$ cat src/rtl/clk_div_pkg.sv
// clk_div_pkg: shared state encoding and default configuration for the
// clk_div_ctrl ratio controller.
// Optional feature macro: CLKDIV_TIMEOUT_EN (adds the default timeout length).
package clk_div_pkg;

  typedef enum logic [1:0] {
    IDLE      = 2'd0,
    WAIT_EDGE = 2'd1,
    SETTLE    = 2'd2
  } state_t;

  localparam int DEF_DIV_W          = 16;
  localparam int DEF_DEFAULT_DIV    = 4;
  localparam int DEF_MIN_DIV        = 2;
  localparam int DEF_MAX_DIV        = 1024;
  localparam int DEF_SETTLE_PERIODS = 2;
`ifdef CLKDIV_TIMEOUT_EN
  localparam int DEF_TIMEOUT_CYC    = 64;
`endif

endpackage

$ cat src/rtl/clk_fall_det.sv
// clk_fall_det: detects falling edges of the divided clock, sampled in the
// clk_in domain. The history bit resets to 0 so a low clk_out_mon right after
// reset never reads as a fall.
module clk_fall_det (
  input  logic clk_in,
  input  logic rstn,
  input  logic clk_out_mon,
  output logic fall
);

  logic prevMon_q;

  // Remember last cycle's clk_out_mon level for edge comparison.
  always_ff @(posedge clk_in) begin
    if (!rstn) begin
      prevMon_q <= 1'b0;
    end else begin
      prevMon_q <= clk_out_mon;
    end
  end

  assign fall = prevMon_q & ~clk_out_mon;

endmodule

$ cat src/rtl/clk_div_ctrl.sv
// clk_div_ctrl: accepts divide-ratio requests, range-checks them, swaps the
// ratio only on a clk_out falling edge and then waits a number of clk_out
// falls before acknowledging with done. Rejected requests pulse err.
// Optional feature macro: CLKDIV_TIMEOUT_EN (abort with err when clk_out stops).
module clk_div_ctrl
  import clk_div_pkg::*;
#(
  parameter int DIV_W          = DEF_DIV_W,
  parameter int DEFAULT_DIV    = DEF_DEFAULT_DIV,
  parameter int MIN_DIV        = DEF_MIN_DIV,
  parameter int MAX_DIV        = DEF_MAX_DIV,
  parameter int SETTLE_PERIODS = DEF_SETTLE_PERIODS
`ifdef CLKDIV_TIMEOUT_EN
  ,
  parameter int TIMEOUT_CYC    = DEF_TIMEOUT_CYC
`endif
) (
  input  logic             clk_in,
  input  logic             rstn,
  input  logic             req_valid,
  output logic             req_ready,
  input  logic [DIV_W-1:0] req_div,
  input  logic             clk_out_mon,
  output logic [DIV_W-1:0] int_div,
  output logic             busy,
  output logic             done,
  output logic             err
);

  // Settle counter is sized to hold SETTLE_PERIODS; keep at least one bit
  // so a zero-length settle still elaborates.
  localparam int CNT_W = (SETTLE_PERIODS > 0) ? $clog2(SETTLE_PERIODS + 1) : 1;
  localparam logic [CNT_W-1:0] CNT_LAST =
    CNT_W'((SETTLE_PERIODS > 0) ? SETTLE_PERIODS - 1 : 0);
  localparam logic [DIV_W-1:0] MIN_V = DIV_W'(MIN_DIV);
  localparam logic [DIV_W-1:0] MAX_V = DIV_W'(MAX_DIV);
  localparam logic [DIV_W-1:0] DEF_V = DIV_W'(DEFAULT_DIV);

  state_t           state_q, state_d;
  logic [DIV_W-1:0] intDiv_q, intDiv_d;
  logic [DIV_W-1:0] pendDiv_q, pendDiv_d;
  logic [CNT_W-1:0] fallCnt_q, fallCnt_d;
  logic             done_q, done_d;
  logic             err_q, err_d;
  logic             fall;
  logic             tmoHit;

  clk_fall_det u_fall_det (
    .clk_in      (clk_in),
    .rstn        (rstn),
    .clk_out_mon (clk_out_mon),
    .fall        (fall)
  );

`ifdef CLKDIV_TIMEOUT_EN
  localparam int TMO_W = $clog2(TIMEOUT_CYC + 1);
  localparam logic [TMO_W-1:0] TMO_LAST = TMO_W'(TIMEOUT_CYC - 1);

  logic [TMO_W-1:0] tmoCnt_q, tmoCnt_d;

  assign tmoHit = (state_q != IDLE) && (tmoCnt_q == TMO_LAST);

  // Cycle counter restarts on every state change and counts while busy.
  always_comb begin
    tmoCnt_d = '0;
    if (state_q != IDLE && state_d == state_q) begin
      tmoCnt_d = tmoCnt_q + TMO_W'(1);
    end
  end

  // Timeout counter register.
  always_ff @(posedge clk_in) begin
    if (!rstn) begin
      tmoCnt_q <= '0;
    end else begin
      tmoCnt_q <= tmoCnt_d;
    end
  end
`else
  assign tmoHit = 1'b0;
`endif

  // Next-state and datapath decisions; a fall always beats a timeout.
  always_comb begin
    state_d   = state_q;
    intDiv_d  = intDiv_q;
    pendDiv_d = pendDiv_q;
    fallCnt_d = fallCnt_q;
    done_d    = 1'b0;
    err_d     = 1'b0;
    case (state_q)
      IDLE: begin
        if (req_valid) begin
          if (req_div < MIN_V || req_div > MAX_V) begin
            err_d = 1'b1;
          end else if (req_div == intDiv_q) begin
            done_d = 1'b1;
          end else begin
            pendDiv_d = req_div;
            state_d   = WAIT_EDGE;
          end
        end
      end
      WAIT_EDGE: begin
        if (fall) begin
          intDiv_d  = pendDiv_q;
          fallCnt_d = '0;
          if (SETTLE_PERIODS == 0) begin
            state_d = IDLE;
            done_d  = 1'b1;
          end else begin
            state_d = SETTLE;
          end
        end else if (tmoHit) begin
          state_d = IDLE;
          err_d   = 1'b1;
        end
      end
      SETTLE: begin
        if (fall) begin
          if (fallCnt_q == CNT_LAST) begin
            state_d = IDLE;
            done_d  = 1'b1;
          end else begin
            fallCnt_d = fallCnt_q + CNT_W'(1);
          end
        end else if (tmoHit) begin
          state_d = IDLE;
          err_d   = 1'b1;
        end
      end
      default: begin
        state_d = IDLE;
      end
    endcase
  end

  // Controller state registers; reset drops any in-flight request.
  always_ff @(posedge clk_in) begin
    if (!rstn) begin
      state_q   <= IDLE;
      intDiv_q  <= DEF_V;
      pendDiv_q <= '0;
      fallCnt_q <= '0;
      done_q    <= 1'b0;
      err_q     <= 1'b0;
    end else begin
      state_q   <= state_d;
      intDiv_q  <= intDiv_d;
      pendDiv_q <= pendDiv_d;
      fallCnt_q <= fallCnt_d;
      done_q    <= done_d;
      err_q     <= err_d;
    end
  end

  assign req_ready = (state_q == IDLE);
  assign busy      = (state_q != IDLE);
  assign int_div   = intDiv_q;
  assign done      = done_q;
  assign err       = err_q;

endmodule
$ cat config.mk
export PLATFORM = sky130hd
export DESIGN_NAME = clk_div_ctrl
export DESIGN_NICKNAME = d
export VERILOG_FILES = /design/src/rtl/clk_div_pkg.sv /design/src/rtl/clk_fall_det.sv /design/src/rtl/clk_div_ctrl.sv
export SDC_FILE = /design/constraint.sdc
export NUM_CORES = 1
export LEC_CHECK = 0
export ABC_AREA = 0
export BUFFER_PORTS_ARGS = -buffer_cell sky130_fd_sc_hd__buf_2
export CAP_MARGIN = 5
export CELL_PAD_IN_SITES_DETAIL_PLACEMENT = 0
export CELL_PAD_IN_SITES_GLOBAL_PLACEMENT = 1
export CORE_ASPECT_RATIO = 1.5
export CORE_MARGIN = 10
export CORE_UTILIZATION = 40
export CTS_CLUSTER_SIZE = 16
export DETAILED_ROUTE_END_ITERATION = 10
export HOLD_SLACK_MARGIN = 0.05
export PLACE_DENSITY = 0.77
export SLEW_MARGIN = 20
export SYNTH_ARGS = -nofsm -noshare
export SYNTH_HDL_FRONTEND = slang
export SYNTH_HIERARCHICAL = 1
export SYNTH_SLANG_ARGS = --single-unit
$ cat constraint.sdc
create_clock -name clk_in -period 2.7 [get_ports clk_in]
set_input_delay 0.27 -clock clk_in [delete_from_list [all_inputs] [get_ports clk_in]]
set_output_delay 0.27 -clock clk_in [all_outputs]
set_load 0.01 [all_outputs]
; ---- Word level (Yosys, flattened, before mapping)
; Cells that the tools add are included.
[totals]
regBits = 39
input_bits = 20
output_inout_bits = 20
wordCells = 52
[classes]
add_sub_neg = 1
order_cmp = 2
n_eq_ne = 11
n_mux = 18
bitwise_logic = 4
reduce_logical = 9
[op_table]
columns = operator, n
row1 = 2-bit 2-to-1 mux, 9
row2 = 16-bit equality test, 1
row3 = "16-bit by 11-bit greater-than comparator with 1-bit output, second input constant", 1
row4 = "16-bit by 2-bit < comparator with 1-bit output, second input constant", 1
row5 = "2-bit != test, second input constant", 7
row6 = 4-bit AND reduction, 2
row7 = 1-bit 2-to-1 mux, 6
row8 = 2-bit one-hot mux with 3 select lines, 1
row9 = 6-bit AND reduction, 1
row10 = "2-bit by 1-bit equality test with 1-bit output, second input constant", 2
row11 = 2-bit one-hot mux with 2 select lines, 1
row12 = 2-bit nonzero test, 2
row13 = 1-bit NOT, 3
row14 = 3-bit AND reduction, 1
row15 = "2-bit by 1-bit adder with 2-bit output, second input constant", 1
row16 = "2-bit equality test, second input constant", 1
row17 = 2-bit logical NOT, 1
row18 = 1-bit one-hot mux with 2 select lines, 1
row19 = 2-bit AND reduction, 1
row20 = 1-bit bitwise AND, 1
row21 = 1-bit logical OR, 1

; ---- Longest topological paths before layout
; Gate-level depths: netlist of the first run.
[logic_depth]
ltp_word = 5
depth_mapped = 7

; ---- Modules after synthesis
; Netlist of the first run, hierarchy kept.
[modules_own_cells]
columns = mod, n_inst, cells_per_inst, area_per_inst_um2, seq_area_each_um2
row1 = clk_div_ctrl, 1, 197, 1725.4, 760.7
row2 = clk_fall_det, 1, 3, 36.3, 20.0

; ---- Least setup slack after synthesis of the first run
; No wires, ideal clock.
[synth_path]
kind = input to register
startpoint = in req_div[14]
endpoint = reg pendDiv_q[10]
arrival_time_ns = 1.640
t_required_ns = 2.628
slack_ns = 0.989
stages = 6
path_buffers = 1
path_cell_list = or4_4 nor2_2 o21ai_2 nor3b_4 buf_8 mux2i_1
[synth_between]
elab_chain_cells = 4
word_cells_on_any_way = 7
cone_classes = order compare: 2 / eq/ne: 1 / bitwise: 2 / reduce/logical: 2
[synth_lines]
columns = element, line_no
row1 = "start, declared", clk_div_ctrl.sv:22  ; input logic [DIV_W-1:0] req_div,
row2 = 16-bit by 2-bit < comparator with 1-bit output / 16-bit by 11-bit greater-than comparator with 1-bit output (equally long branches), clk_div_ctrl.sv:94  ; if (req_div < MIN_V || req_div > MAX_V) begin
row3 = 1-bit logical OR, clk_div_ctrl.sv:94
row4 = 1-bit NOT (no line), n/a
row5 = 4-bit AND reduction (no line) (*), n/a
row6 = "end signal, assigned", clk_div_ctrl.sv:150  ; pendDiv_q <= pendDiv_d;
row7 = "end, declared", clk_div_ctrl.sv:41  ; logic [DIV_W-1:0] pendDiv_q, pendDiv_d;
; Every way passes the cells marked *; elsewhere a longest branch is shown, timed or not.
; A chain may end at the register's enable or synchronous reset.

; ---- Final worst setup path of the first run
[layout_path]
startpoint = reg intDiv_q[9] (netlist: int_div[9])
endpoint = reg state_q[0]
[layout_between]
elab_chain_cells = 3
[layout_lines]
columns = element, line_no
row1 = "start, declared", clk_div_ctrl.sv:40  ; logic [DIV_W-1:0] intDiv_q, intDiv_d;
row2 = "start signal, assigned", clk_div_ctrl.sv:149  ; intDiv_q <= intDiv_d;
row3 = 16-bit equality test, clk_div_ctrl.sv:96  ; end else if (req_div == intDiv_q) begin
row4 = 2-bit != test (no line), n/a
row5 = 6-bit AND reduction (no line), n/a
row6 = "end signal, assigned", clk_div_ctrl.sv:148  ; state_q <= state_d;
row7 = "end, declared", clk_div_ctrl.sv:39  ; state_t state_q, state_d;
; Every way passes these cells.

==> impl_results.html, run 1 <==
<table>
<tr><th>Metric</th><th>Value</th></tr>
<tr><th colspan="2">Outcome</th></tr>
<tr><td>Status</td><td>finished clean</td></tr>
<tr><th colspan="2">Floorplanning</th></tr>
<tr><td>Floorplan core area</td><td>4250 um2</td></tr>
<tr><td>Horizontal extent of the die</td><td>74.2 um</td></tr>
<tr><td>Die span in y</td><td>101 um</td></tr>
<tr><td>Die footprint</td><td>7510 um2</td></tr>
<tr><td>Starting Density</td><td>41.5%</td></tr>
<tr><td>Site row count</td><td>29</td></tr>
<tr><td>Number of placed I/O pins</td><td>40</td></tr>
<tr><th colspan="2">Drt</th></tr>
<tr><td>DR vias</td><td>1407</td></tr>
<tr><td>Detailed Route WL</td><td>4030 um</td></tr>
<tr><td>Drt drc</td><td>0</td></tr>
<tr><td>Drt via density</td><td>4.95</td></tr>
<tr><td>Number of optimization iterations in the first detailed-route pass</td><td>4</td></tr>
<tr><td>DR iter-0 viols</td><td>79</td></tr>
<tr><td>Number of nets still failing antenna checks after routing</td><td>0</td></tr>
<tr><td>Wirelength per Cell</td><td>14.2 um</td></tr>
<tr><th colspan="2">Synth</th></tr>
<tr><td>Ys flop type</td><td>sky130_fd_sc_hd__dfxtp_1</td></tr>
<tr><td>Post-Synthesis Mean Instance Area</td><td>8.81 um2</td></tr>
<tr><td>Yosys reg bits</td><td>39</td></tr>
<tr><td>Biggest area consumer among synthesized cells</td><td>sky130_fd_sc_hd__dfxtp_1</td></tr>
<tr><td>Ys async rst share</td><td>0%</td></tr>
<tr><td>Number of synthesized flops with an enable pin</td><td>0</td></tr>
<tr><td>Sequential area share after synthesis</td><td>44.3%</td></tr>
<tr><td>Post-synthesis cell area</td><td>1760 um2</td></tr>
<tr><td>Leading post-synthesis cells by cell area</td><td>sky130_fd_sc_hd__dfxtp_1 (44%), sky130_fd_sc_hd__nand2_1 (13%), sky130_fd_sc_hd__xnor2_1 (8.0%)</td></tr>
<tr><td>Area share of the leading cell type in the synthesized netlist</td><td>44.3%</td></tr>
<tr><td>Cell variety after synth</td><td>34</td></tr>
<tr><td>Post-synth net total</td><td>221</td></tr>
<tr><td>Synth Instances</td><td>200</td></tr>
<tr><td>Synth warn</td><td>6</td></tr>
<tr><th colspan="2">CTS</th></tr>
<tr><td>Max Root-Sink Buffers</td><td>2</td></tr>
<tr><td>CTS tree</td><td>done</td></tr>
<tr><td>Number of buffers created by CTS</td><td>5</td></tr>
<tr><td>Count of H-tree levels built during CTS</td><td>2</td></tr>
<tr><td>Post-cts hold buffer count</td><td>0</td></tr>
<tr><td>Clk slew on worst S/H paths</td><td>0.07 ns</td></tr>
<tr><td>Number of sinks handled by clock tree synthesis</td><td>39</td></tr>
<tr><td>Post_cts resized</td><td>0</td></tr>
<tr><td>Number of buffers added for setup after CTS</td><td>0</td></tr>
<tr><td>Library cell used as clock root buffer</td><td>sky130_fd_sc_hd__clkbuf_8</td></tr>
<tr><td>Clock latency at the later pin of the worst-skew pair</td><td>0.29 ns</td></tr>
<tr><th colspan="2">Timing</th></tr>
<tr><td>Max frequency</td><td>0.603 GHz</td></tr>
<tr><td>Count of endpoints failing hold in the final timing report</td><td>0</td></tr>
<tr><td>Total Neg Setup Slack</td><td>0 ns</td></tr>
<tr><td>Post-Route Skew</td><td>0.00789 ns</td></tr>
<tr><td>Final setup violation count</td><td>0</td></tr>
<tr><td>Slew at the pin closest to its max-slew limit</td><td>0.764 ns</td></tr>
<tr><td>Count of pins over their slew limit</td><td>0</td></tr>
<tr><td>Period utilization</td><td>61.4%</td></tr>
<tr><td>Hold slack</td><td>0.214 ns</td></tr>
<tr><td>Slew Limit Headroom</td><td>49.1%</td></tr>
<tr><td>Unrepaired setup endpoints after global routing</td><td>no</td></tr>
<tr><td>Final worst path period need</td><td>1.66 ns</td></tr>
<tr><th colspan="2">Pwr</th></tr>
<tr><td>Cell Pwr Density</td><td>575 nW/um2</td></tr>
<tr><td>Leakage power total</td><td>0.833 nW</td></tr>
<tr><td>Worst supply voltage drop on vdd</td><td>0.418 mV</td></tr>
<tr><th colspan="2">GRT</th></tr>
<tr><td>Global-route wire length before repair</td><td>6680 um</td></tr>
<tr><td>Met1 track demand over resource in global routing</td><td>12.4%</td></tr>
<tr><td>Fraction of met2 tracks used by global routing</td><td>18.8%</td></tr>
<tr><td>Largest net degree at the start of global routing</td><td>51</td></tr>
<tr><td>Number of antenna violations at the first check in global routing</td><td>0</td></tr>
<tr><td>Global route hottest layer</td><td>met2</td></tr>
<tr><td>GRT Util Overall</td><td>11.2%</td></tr>
<tr><td>Met3 demand-to-capacity share in global routing</td><td>3.82%</td></tr>
<tr><td>Leftover overflow at the end of global routing</td><td>0</td></tr>
<tr><td>Vias in the first global route</td><td>1429</td></tr>
<tr><th colspan="2">Critical path</th></tr>
<tr><td>Endpoint type of the worst setup path</td><td>register</td></tr>
<tr><td>Crit-path max FO</td><td>6</td></tr>
<tr><td>Biggest cell delay along the critical path</td><td>0.34 ns</td></tr>
<tr><td>Endpoint arrival time on the critical path</td><td>1.84 ns</td></tr>
<tr><td>Number of buffers and inverters on the critical path</td><td>1</td></tr>
<tr><td>Crit path kind</td><td>reg -&gt; reg</td></tr>
<tr><td>Crit start category</td><td>register</td></tr>
<tr><td>Data required time at the worst endpoint</td><td>2.88 ns</td></tr>
<tr><td>Critical Path Slowest Stage Cell</td><td>sky130_fd_sc_hd__nor4_4</td></tr>
<tr><td>List of cells traversed by the critical path</td><td>xnor2_1 -&gt; nand4_1 -&gt; nor4_4 -&gt; nor3b_4 -&gt; buf_4 -&gt; o21a_1</td></tr>
<tr><td>Top Family by Delay on Critical Path</td><td>simple AND/OR/NAND/NOR gates</td></tr>
<tr><th colspan="2">Worst hold path</th></tr>
<tr><td>Type of the most critical hold path</td><td>in -&gt; reg</td></tr>
<tr><th colspan="2">Placed design</th></tr>
<tr><td>Placement Cell Area</td><td>1980 um2</td></tr>
<tr><td>Final HPWL DP</td><td>2970 um</td></tr>
<tr><td>Count of input and output buffers</td><td>39</td></tr>
<tr><td>Final RePlAce weighted congestion</td><td>0.768</td></tr>
<tr><th colspan="2">Flow run</th></tr>
<tr><td>Maximum Capacitance Violations</td><td>0</td></tr>
<tr><th colspan="2">Final layout</th></tr>
<tr><td>Final Net Count</td><td>258</td></tr>
<tr><td>Ant. Diodes</td><td>0</td></tr>
<tr><td>Final design instance area without fill</td><td>2110 um2</td></tr>
<tr><td>Layout cell share with drive strength beyond 1</td><td>23.5%</td></tr>
<tr><td>Filler cells</td><td>437</td></tr>
<tr><td>Final core utilization</td><td>49.7%</td></tr>
<tr><td>Synth-to-Final Area Change</td><td>19.7%</td></tr>
</table>
## path summary, 6_finish.rpt
| kind | from | to | slack [ns] | cells past startpoint |
|---|---|---|---|---|
| setup reg to reg | int_div[9] | state_q[0] | 1.04 | 6 |
| hold reg to reg | pendDiv_q[1] | pendDiv_q[1] | 0.46 | 2 |
| hold / removal | clk_out_mon | u_fall_det/prevMon_q | 0.21 | 2 |
| setup / recovery | int_div[9] | state_q[0] | 1.04 | 6 |
## where the power goes
part | switching (mW) | internal, mW
logic | 0.0372 | 0.0301
clock network | 0.198 | 0.369
registers | 0.000877 | 0.577
total | 0.236 | 0.977
## per-layer routing
layer  up-vias  routed length, um
li1        734                  -
met4         0                 33
met2        28               2020
met3         2                218
met5         -                  0
met1       643               1760
## synthesized netlist by cell type, types with 4 or more instances
library cell,number
sky130_fd_sc_hd__dfxtp_1,39
sky130_fd_sc_hd__nand2_1,59
sky130_fd_sc_hd__xnor2_1,16
sky130_fd_sc_hd__a21oi_1,4
sky130_fd_sc_hd__and3b_1,5
sky130_fd_sc_hd__nand4_1,4
sky130_fd_sc_hd__clkbuf_1,10
sky130_fd_sc_hd__a21boi_0,16
sky130_fd_sc_hd__mux2i_1,11
## cells in the final DEF, fill, tap and decap left out, types with 2 or more instances in the layout
cell type | Yosys | routed
sky130_fd_sc_hd__a21oi_1 | 4 | 4
sky130_fd_sc_hd__mux2i_1 | 11 | 11
sky130_fd_sc_hd__inv_1 | 3 | 3
sky130_fd_sc_hd__nor3_1 | 3 | 3
sky130_fd_sc_hd__bufinv_16 | 0 | 2
sky130_fd_sc_hd__nand2_1 | 59 | 59
sky130_fd_sc_hd__and3b_1 | 5 | 5
sky130_fd_sc_hd__and2_1 | 3 | 3
sky130_fd_sc_hd__nor2_1 | 2 | 2
sky130_fd_sc_hd__buf_4 | 0 | 2
sky130_fd_sc_hd__buf_2 | 0 | 39
sky130_fd_sc_hd__a21boi_0 | 16 | 16
sky130_fd_sc_hd__nand4_1 | 4 | 4
sky130_fd_sc_hd__clkbuf_8 | 0 | 5
sky130_fd_sc_hd__xnor2_1 | 16 | 16
sky130_fd_sc_hd__dfxtp_1 | 39 | 39
sky130_fd_sc_hd__nand3_1 | 3 | 3
sky130_fd_sc_hd__o21ai_0 | 3 | 3
## flip-flops by register name (all words and copies together) (netlist names)
name,count
u_fall_det/prevMon_q,1
fallCnt_q,2
pendDiv_q,16
done,1
err,1
state_q,2
int_div,16
## final cells by class
type	count	area (um2)	share of cell area [%]
multi-input cells	147	917	43.5
well taps	46	57.6	2.73
inverters	3	11.3	0.534
clock inverters	2	60.1	2.85
flip-flops and latches	39	781	37.0
repair buffers	41	210	9.96
clock buffers	6	72.6	3.44
## kinds of logic after synthesis
kind of cell / share of synthesized area, %
simple gates: 27.1
xor+xnor: 7.95
buf+inv: 3.62
fa+ha+maj: 0.710
flops: 44.3
mux: 6.25
compound gates: 10.1
## through the flow
stage | instances | setup slack [ns] | total power [mW]
floorplan | 200 | 0.989 | 0.629
finish | 284 | 1.04 | 1.21
global placement | 276 | 0.794 | 0.659
global route | 284 | 0.928 | 1.26
detailed placement | 276 | 0.754 | 0.659
CTS | 284 | 0.984 | 1.22
(Power assumes the default switching activity.)
==> inputs of run 2 (changes only) <==
--- a/config.mk
+++ b/config.mk
@@ -5,18 +5,18 @@
 export SDC_FILE = /design/constraint.sdc
 export NUM_CORES = 1
 export LEC_CHECK = 0
-export ABC_AREA = 0
+export ABC_AREA = 1
 export BUFFER_PORTS_ARGS = -buffer_cell sky130_fd_sc_hd__buf_2
 export CAP_MARGIN = 5
 export CELL_PAD_IN_SITES_DETAIL_PLACEMENT = 0
 export CELL_PAD_IN_SITES_GLOBAL_PLACEMENT = 1
 export CORE_ASPECT_RATIO = 1.5
 export CORE_MARGIN = 10
-export CORE_UTILIZATION = 40
+export CORE_UTILIZATION = 33
 export CTS_CLUSTER_SIZE = 16
 export DETAILED_ROUTE_END_ITERATION = 10
 export HOLD_SLACK_MARGIN = 0.05
-export PLACE_DENSITY = 0.77
+export PLACE_DENSITY = 0.72
 export SLEW_MARGIN = 20
 export SYNTH_ARGS = -nofsm -noshare
 export SYNTH_HDL_FRONTEND = slang
==> constraint.sdc (replaced) <==
create_clock -name clk_in -period 1.5 [get_ports clk_in]
set_input_delay 0.15 -clock clk_in [delete_from_list [all_inputs] [get_ports clk_in]]
set_output_delay 0.15 -clock clk_in [all_outputs]
set_load 0.01 [all_outputs]
==> run 2 against run 1 <==
Against the previous run:
- hold slack improved by 0.017 ns
- synthesized area increased by 7.2%
- first-iteration DRC count increased by 58%
- combinational power increased by 130%
- utilization decreased by 6.5 points
- total power increased by 85%
- global-route usage decreased by 0.63 points
- clock skew decreased by 0.00065 ns
- final cell count increased by 44%
- register-to-register slack got worse by 0.97 ns
- clock power increased by 83%
- die area increased by 23%
- critical endpoint is now pendDiv_q[5]
- largest cell class unchanged
- highest routed layer unchanged
==> impl_results.html, run 2 <==
<table>
<tr><th>Metric</th><th>Value</th></tr>
<tr><th colspan="2">Drt</th></tr>
<tr><td>Detailed Route WL</td><td>4860 um (+21%)</td></tr>
<tr><td>Drt via density</td><td>4.54 (-8.5%)</td></tr>
<tr><td>DR vias</td><td>1855 (+32%)</td></tr>
<tr><td>Number of nets still failing antenna checks after routing</td><td>0 (unchanged)</td></tr>
<tr><td>Number of optimization iterations in the first detailed-route pass</td><td>4 (unchanged)</td></tr>
<tr><td>Wirelength per Cell</td><td>11.9 um (-16%)</td></tr>
<tr><td>DR iter-0 viols</td><td>125 (+58%)</td></tr>
<tr><td>Drt drc</td><td>0 (unchanged)</td></tr>
<tr><th colspan="2">Timing</th></tr>
<tr><td>Total Neg Setup Slack</td><td>0 ns (unchanged)</td></tr>
<tr><td>Post-Route Skew</td><td>0.00724 ns (-0.000649 ns)</td></tr>
<tr><td>Period utilization</td><td>95.1% (+34 points)</td></tr>
<tr><td>Slew at the pin closest to its max-slew limit</td><td>0.384 ns (-0.380 ns)</td></tr>
<tr><td>Final critical-path setup slack</td><td>0.0742 ns (-0.969 ns)</td></tr>
<tr><td>Count of pins over their slew limit</td><td>0 (unchanged)</td></tr>
<tr><td>Max frequency</td><td>0.701 GHz (+16%)</td></tr>
<tr><td>Final setup violation count</td><td>0 (unchanged)</td></tr>
<tr><td>Count of endpoints failing hold in the final timing report</td><td>0 (unchanged)</td></tr>
<tr><td>Slew Limit Headroom</td><td>74.2% (+25 points)</td></tr>
<tr><td>Unrepaired setup endpoints after global routing</td><td>yes</td></tr>
<tr><td>Final worst path period need</td><td>1.43 ns (-0.231 ns)</td></tr>
<tr><th colspan="2">Critical path</th></tr>
<tr><td>Data required time at the worst endpoint</td><td>1.69 ns (-1.19 ns)</td></tr>
<tr><td>Endpoint arrival time on the critical path</td><td>1.62 ns (-0.22 ns)</td></tr>
<tr><td>Endpoint type of the worst setup path</td><td>register</td></tr>
<tr><td>Critical R2R Launch</td><td>int_div[14]</td></tr>
<tr><td>RR Endpoint</td><td>pendDiv_q[5]</td></tr>
<tr><td>Crit path launch</td><td>int_div[14]</td></tr>
<tr><td>Crit path kind</td><td>reg -&gt; reg</td></tr>
<tr><td>Crit start category</td><td>register</td></tr>
<tr><td>Endpoint of the most critical setup path</td><td>pendDiv_q[5]</td></tr>
<tr><td>Crit-path max FO</td><td>7 (+1)</td></tr>
<tr><td>Register-to-register path setup slack</td><td>0.07 ns (-0.97 ns)</td></tr>
<tr><td>Number of cells traversed by the worst register-to-register path</td><td>10 (+4)</td></tr>
<tr><th colspan="2">Synth</th></tr>
<tr><td>Synth warn</td><td>6 (unchanged)</td></tr>
<tr><td>Leading post-synthesis cells by cell area</td><td>sky130_fd_sc_hd__dfxtp_1 (41%), sky130_fd_sc_hd__nand2_1 (18%), sky130_fd_sc_hd__inv_1 (8.3%)</td></tr>
<tr><td>Ys flop type</td><td>sky130_fd_sc_hd__dfxtp_1</td></tr>
<tr><td>Synth Instances</td><td>292 (+46%)</td></tr>
<tr><td>Yosys reg bits</td><td>39 (unchanged)</td></tr>
<tr><td>Biggest area consumer among synthesized cells</td><td>sky130_fd_sc_hd__dfxtp_1</td></tr>
<tr><td>Post-synth net total</td><td>313 (+42%)</td></tr>
<tr><td>Post-synthesis cell area</td><td>1890 um2 (+7.2%)</td></tr>
<tr><td>Sequential area share after synthesis</td><td>41.4% (-3.0 points)</td></tr>
<tr><td>Library cell with the highest instance count after synthesis</td><td>sky130_fd_sc_hd__nand2_1</td></tr>
<tr><td>Number of synthesized flops with an enable pin</td><td>0 (unchanged)</td></tr>
<tr><td>Post-Synthesis Mean Instance Area</td><td>6.47 um2 (-27%)</td></tr>
<tr><td>Top cells by instance count after synthesis</td><td>sky130_fd_sc_hd__nand2_1 (89), sky130_fd_sc_hd__inv_1 (42), sky130_fd_sc_hd__nor2_1 (40)</td></tr>
<tr><td>Ys async rst share</td><td>0% (unchanged)</td></tr>
<tr><td>Cell variety after synth</td><td>20 (-41%)</td></tr>
<tr><td>Area share of the leading cell type in the synthesized netlist</td><td>41.4% (-3.0 points)</td></tr>
<tr><th colspan="2">Placed design</th></tr>
<tr><td>Final RePlAce weighted congestion</td><td>0.731 (-4.8%)</td></tr>
<tr><td>Count of input and output buffers</td><td>39 (unchanged)</td></tr>
<tr><td>Place WS</td><td>0.0204 ns (-0.733 ns)</td></tr>
<tr><td>Final HPWL DP</td><td>3640 um (+23%)</td></tr>
<tr><td>Placement Cell Area</td><td>2180 um2 (+10%)</td></tr>
<tr><th colspan="2">Worst hold path</th></tr>
<tr><td>Type of the most critical hold path</td><td>in -&gt; reg</td></tr>
<tr><th colspan="2">Pwr</th></tr>
<tr><td>Cell Pwr Density</td><td>937 nW/um2 (+63%)</td></tr>
<tr><td>Worst supply voltage drop on vdd</td><td>0.685 mV (+64%)</td></tr>
<tr><td>Leakage power total</td><td>1.15 nW (+38%)</td></tr>
<tr><td>Total power draw</td><td>2.24 mW (+85%)</td></tr>
<tr><th colspan="2">GRT</th></tr>
<tr><td>GRT Util Overall</td><td>10.6% (-0.63 points)</td></tr>
<tr><td>Largest net degree at the start of global routing</td><td>32 (-37%)</td></tr>
<tr><td>Leftover overflow at the end of global routing</td><td>0 (unchanged)</td></tr>
<tr><td>Vias in the first global route</td><td>1726 (+21%)</td></tr>
<tr><td>Global-route wire length before repair</td><td>7790 um (+17%)</td></tr>
<tr><td>Number of antenna violations at the first check in global routing</td><td>0 (unchanged)</td></tr>
<tr><th colspan="2">Final layout</th></tr>
<tr><td>Layout cell share with drive strength beyond 1</td><td>23.6% (+0.069 points)</td></tr>
<tr><td>Top library cells by usage in the layout, fill and taps aside</td><td>sky130_fd_sc_hd__nand2_1 (88), sky130_fd_sc_hd__inv_1 (41), sky130_fd_sc_hd__buf_2 (39), sky130_fd_sc_hd__nor2_1 (35), sky130_fd_sc_hd__dfxtp_1 (29)</td></tr>
<tr><td>Most common cell after layout, fill and taps aside</td><td>sky130_fd_sc_hd__nand2_1</td></tr>
<tr><td>Synth-to-Final Area Change</td><td>26.6%</td></tr>
<tr><td>Ant. Diodes</td><td>0 (unchanged)</td></tr>
<tr><td>Final Net Count</td><td>359 (+39%)</td></tr>
<tr><td>Final design instance area without fill</td><td>2390 um2 (+13%)</td></tr>
<tr><th colspan="2">CTS</th></tr>
<tr><td>CTS tree</td><td>done</td></tr>
<tr><td>Number of buffers added for setup after CTS</td><td>0 (unchanged)</td></tr>
<tr><td>Number of buffers created by CTS</td><td>5 (unchanged)</td></tr>
<tr><td>Count of H-tree levels built during CTS</td><td>2 (unchanged)</td></tr>
<tr><td>Clk slew on worst S/H paths</td><td>0.08 ns (about the same)</td></tr>
<tr><td>Library cell used as clock root buffer</td><td>sky130_fd_sc_hd__clkbuf_8</td></tr>
<tr><td>Clock latency at the later pin of the worst-skew pair</td><td>0.29 ns (about the same)</td></tr>
<tr><td>Max Root-Sink Buffers</td><td>2 (unchanged)</td></tr>
<tr><td>Number of sinks handled by clock tree synthesis</td><td>39 (unchanged)</td></tr>
<tr><th colspan="2">Outcome</th></tr>
<tr><td>Status</td><td>finished clean</td></tr>
<tr><th colspan="2">Floorplanning</th></tr>
<tr><td>Die span in y</td><td>113 um (+11%)</td></tr>
<tr><td>Starting Density</td><td>34.1% (-7.4 points)</td></tr>
<tr><td>Die footprint</td><td>9210 um2 (+23%)</td></tr>
<tr><td>Number of placed I/O pins</td><td>40 (unchanged)</td></tr>
<tr><td>Floorplan core area</td><td>5530 um2 (+30%)</td></tr>
<tr><td>Horizontal extent of the die</td><td>81.8 um (+10%)</td></tr>
<tr><td>Site row count</td><td>33 (+14%)</td></tr>
<tr><th colspan="2">Flow run</th></tr>
<tr><td>Maximum Capacitance Violations</td><td>0 (unchanged)</td></tr>
</table>
-- run 2: cell count changes in the layout (fill, tap and decap cells not counted), sizes merged, moves of 6 or more --
cell and delta:
a21boi -16, a21oi +27, buf +6, inv +39
mux2i -11, nand2 +31, nand3 +11, nor2 +39
o21ai +13, xnor2 -16
-- run 2: cells by family (layout without fill, tap and decap cells) --
group	Yosys count	count (layout)	synth area share, %
AO/OA/AOI/OAI	50	50	14.0
adder cells (fa/ha/maj)	1	1	0.663
buffers and inverters	53	100	12.7
flip-flops	39	39	41.4
AND/OR/NAND/NOR	149	149	31.3
-- run 2: layer usage --
metal,up-vias,global-route usage [%],wire length [um]
met1,823,10.9,1970
met5,-,0,0
li1,992,-,-
met4,0,4.10,81
met3,6,3.51,289
met2,34,18.9,2520
-- run 2: worst min-delay path by stage --
stage                 from                   end  slack [ns]  depth (start not counted)
3_5_place_dp   clk_out_mon  u_fall_det/prevMon_q        0.35                          3
5_1_grt               rstn            state_q[0]        0.25                          3
3_3_place_gp   clk_out_mon  u_fall_det/prevMon_q        0.35                          3
4_1_cts         req_div[0]          pendDiv_q[0]        0.23                          5
6_report        req_div[2]          pendDiv_q[2]        0.23                          5
2_1_floorplan  clk_out_mon  u_fall_det/prevMon_q        0.24                          2
-- run 2: final cells by class --
cell class / count / area, um2
Clock buffer: 6 / 72.6
Clock inverter: 2 / 60.1
Fill cell: 635 / 3140
Inverter: 43 / 161
Multi-Input combinational cell: 200 / 911
Sequential cell: 39 / 793
Tap cell: 70 / 87.6
Timing Repair Buffer: 49 / 305
-- run 2: where the power goes --
| part | total, mW | switching, mW | internal, mW |
|---|---|---|---|
| Clock | 1.04 | 0.375 | 0.665 |
| Combinational | 0.157 | 0.0977 | 0.0591 |
| Sequential | 1.04 | 0.00225 | 1.04 |
| Total | 2.24 | 0.475 | 1.76 |
-- run 2: metrics by stage --
| stage | util (%) | hold slack [ns] | cells |
|---|---|---|---|
| 5_1_grt | 43.2 | 0.251 | 409 |
| 4_1_cts | 41.9 | 0.225 | 408 |
| 6_report | 43.2 | 0.232 | 409 |
| 2_1_floorplan | - | 0.243 | 292 |
| 3_5_place_dp | 39.4 | 0.353 | 399 |
| 3_3_place_gp | 39.4 | 0.346 | 399 |
-- run 2: critical path, cell delays in order, from the launching register on --
cell and delay (ns):
sky130_fd_sc_hd__dfxtp_2 0.33, sky130_fd_sc_hd__inv_1 0.05, sky130_fd_sc_hd__nand2_1 0.05, sky130_fd_sc_hd__nand2_1 0.05, sky130_fd_sc_hd__nor2_1 0.11, sky130_fd_sc_hd__nand2_1 0.09, sky130_fd_sc_hd__nor2_2 0.17, sky130_fd_sc_hd__nand2_4 0.10
sky130_fd_sc_hd__clkbuf_4 0.18, sky130_fd_sc_hd__a21oi_1 0.15, sky130_fd_sc_hd__nor2_1 0.06
-- run 2: repair_timing --
action | CTS | global route
endpoints found under the hold margin | 1 | 0
gates resized for setup | 0 | 26
setup endpoints to repair | 0 | 16
hold buffers | 1 | 0
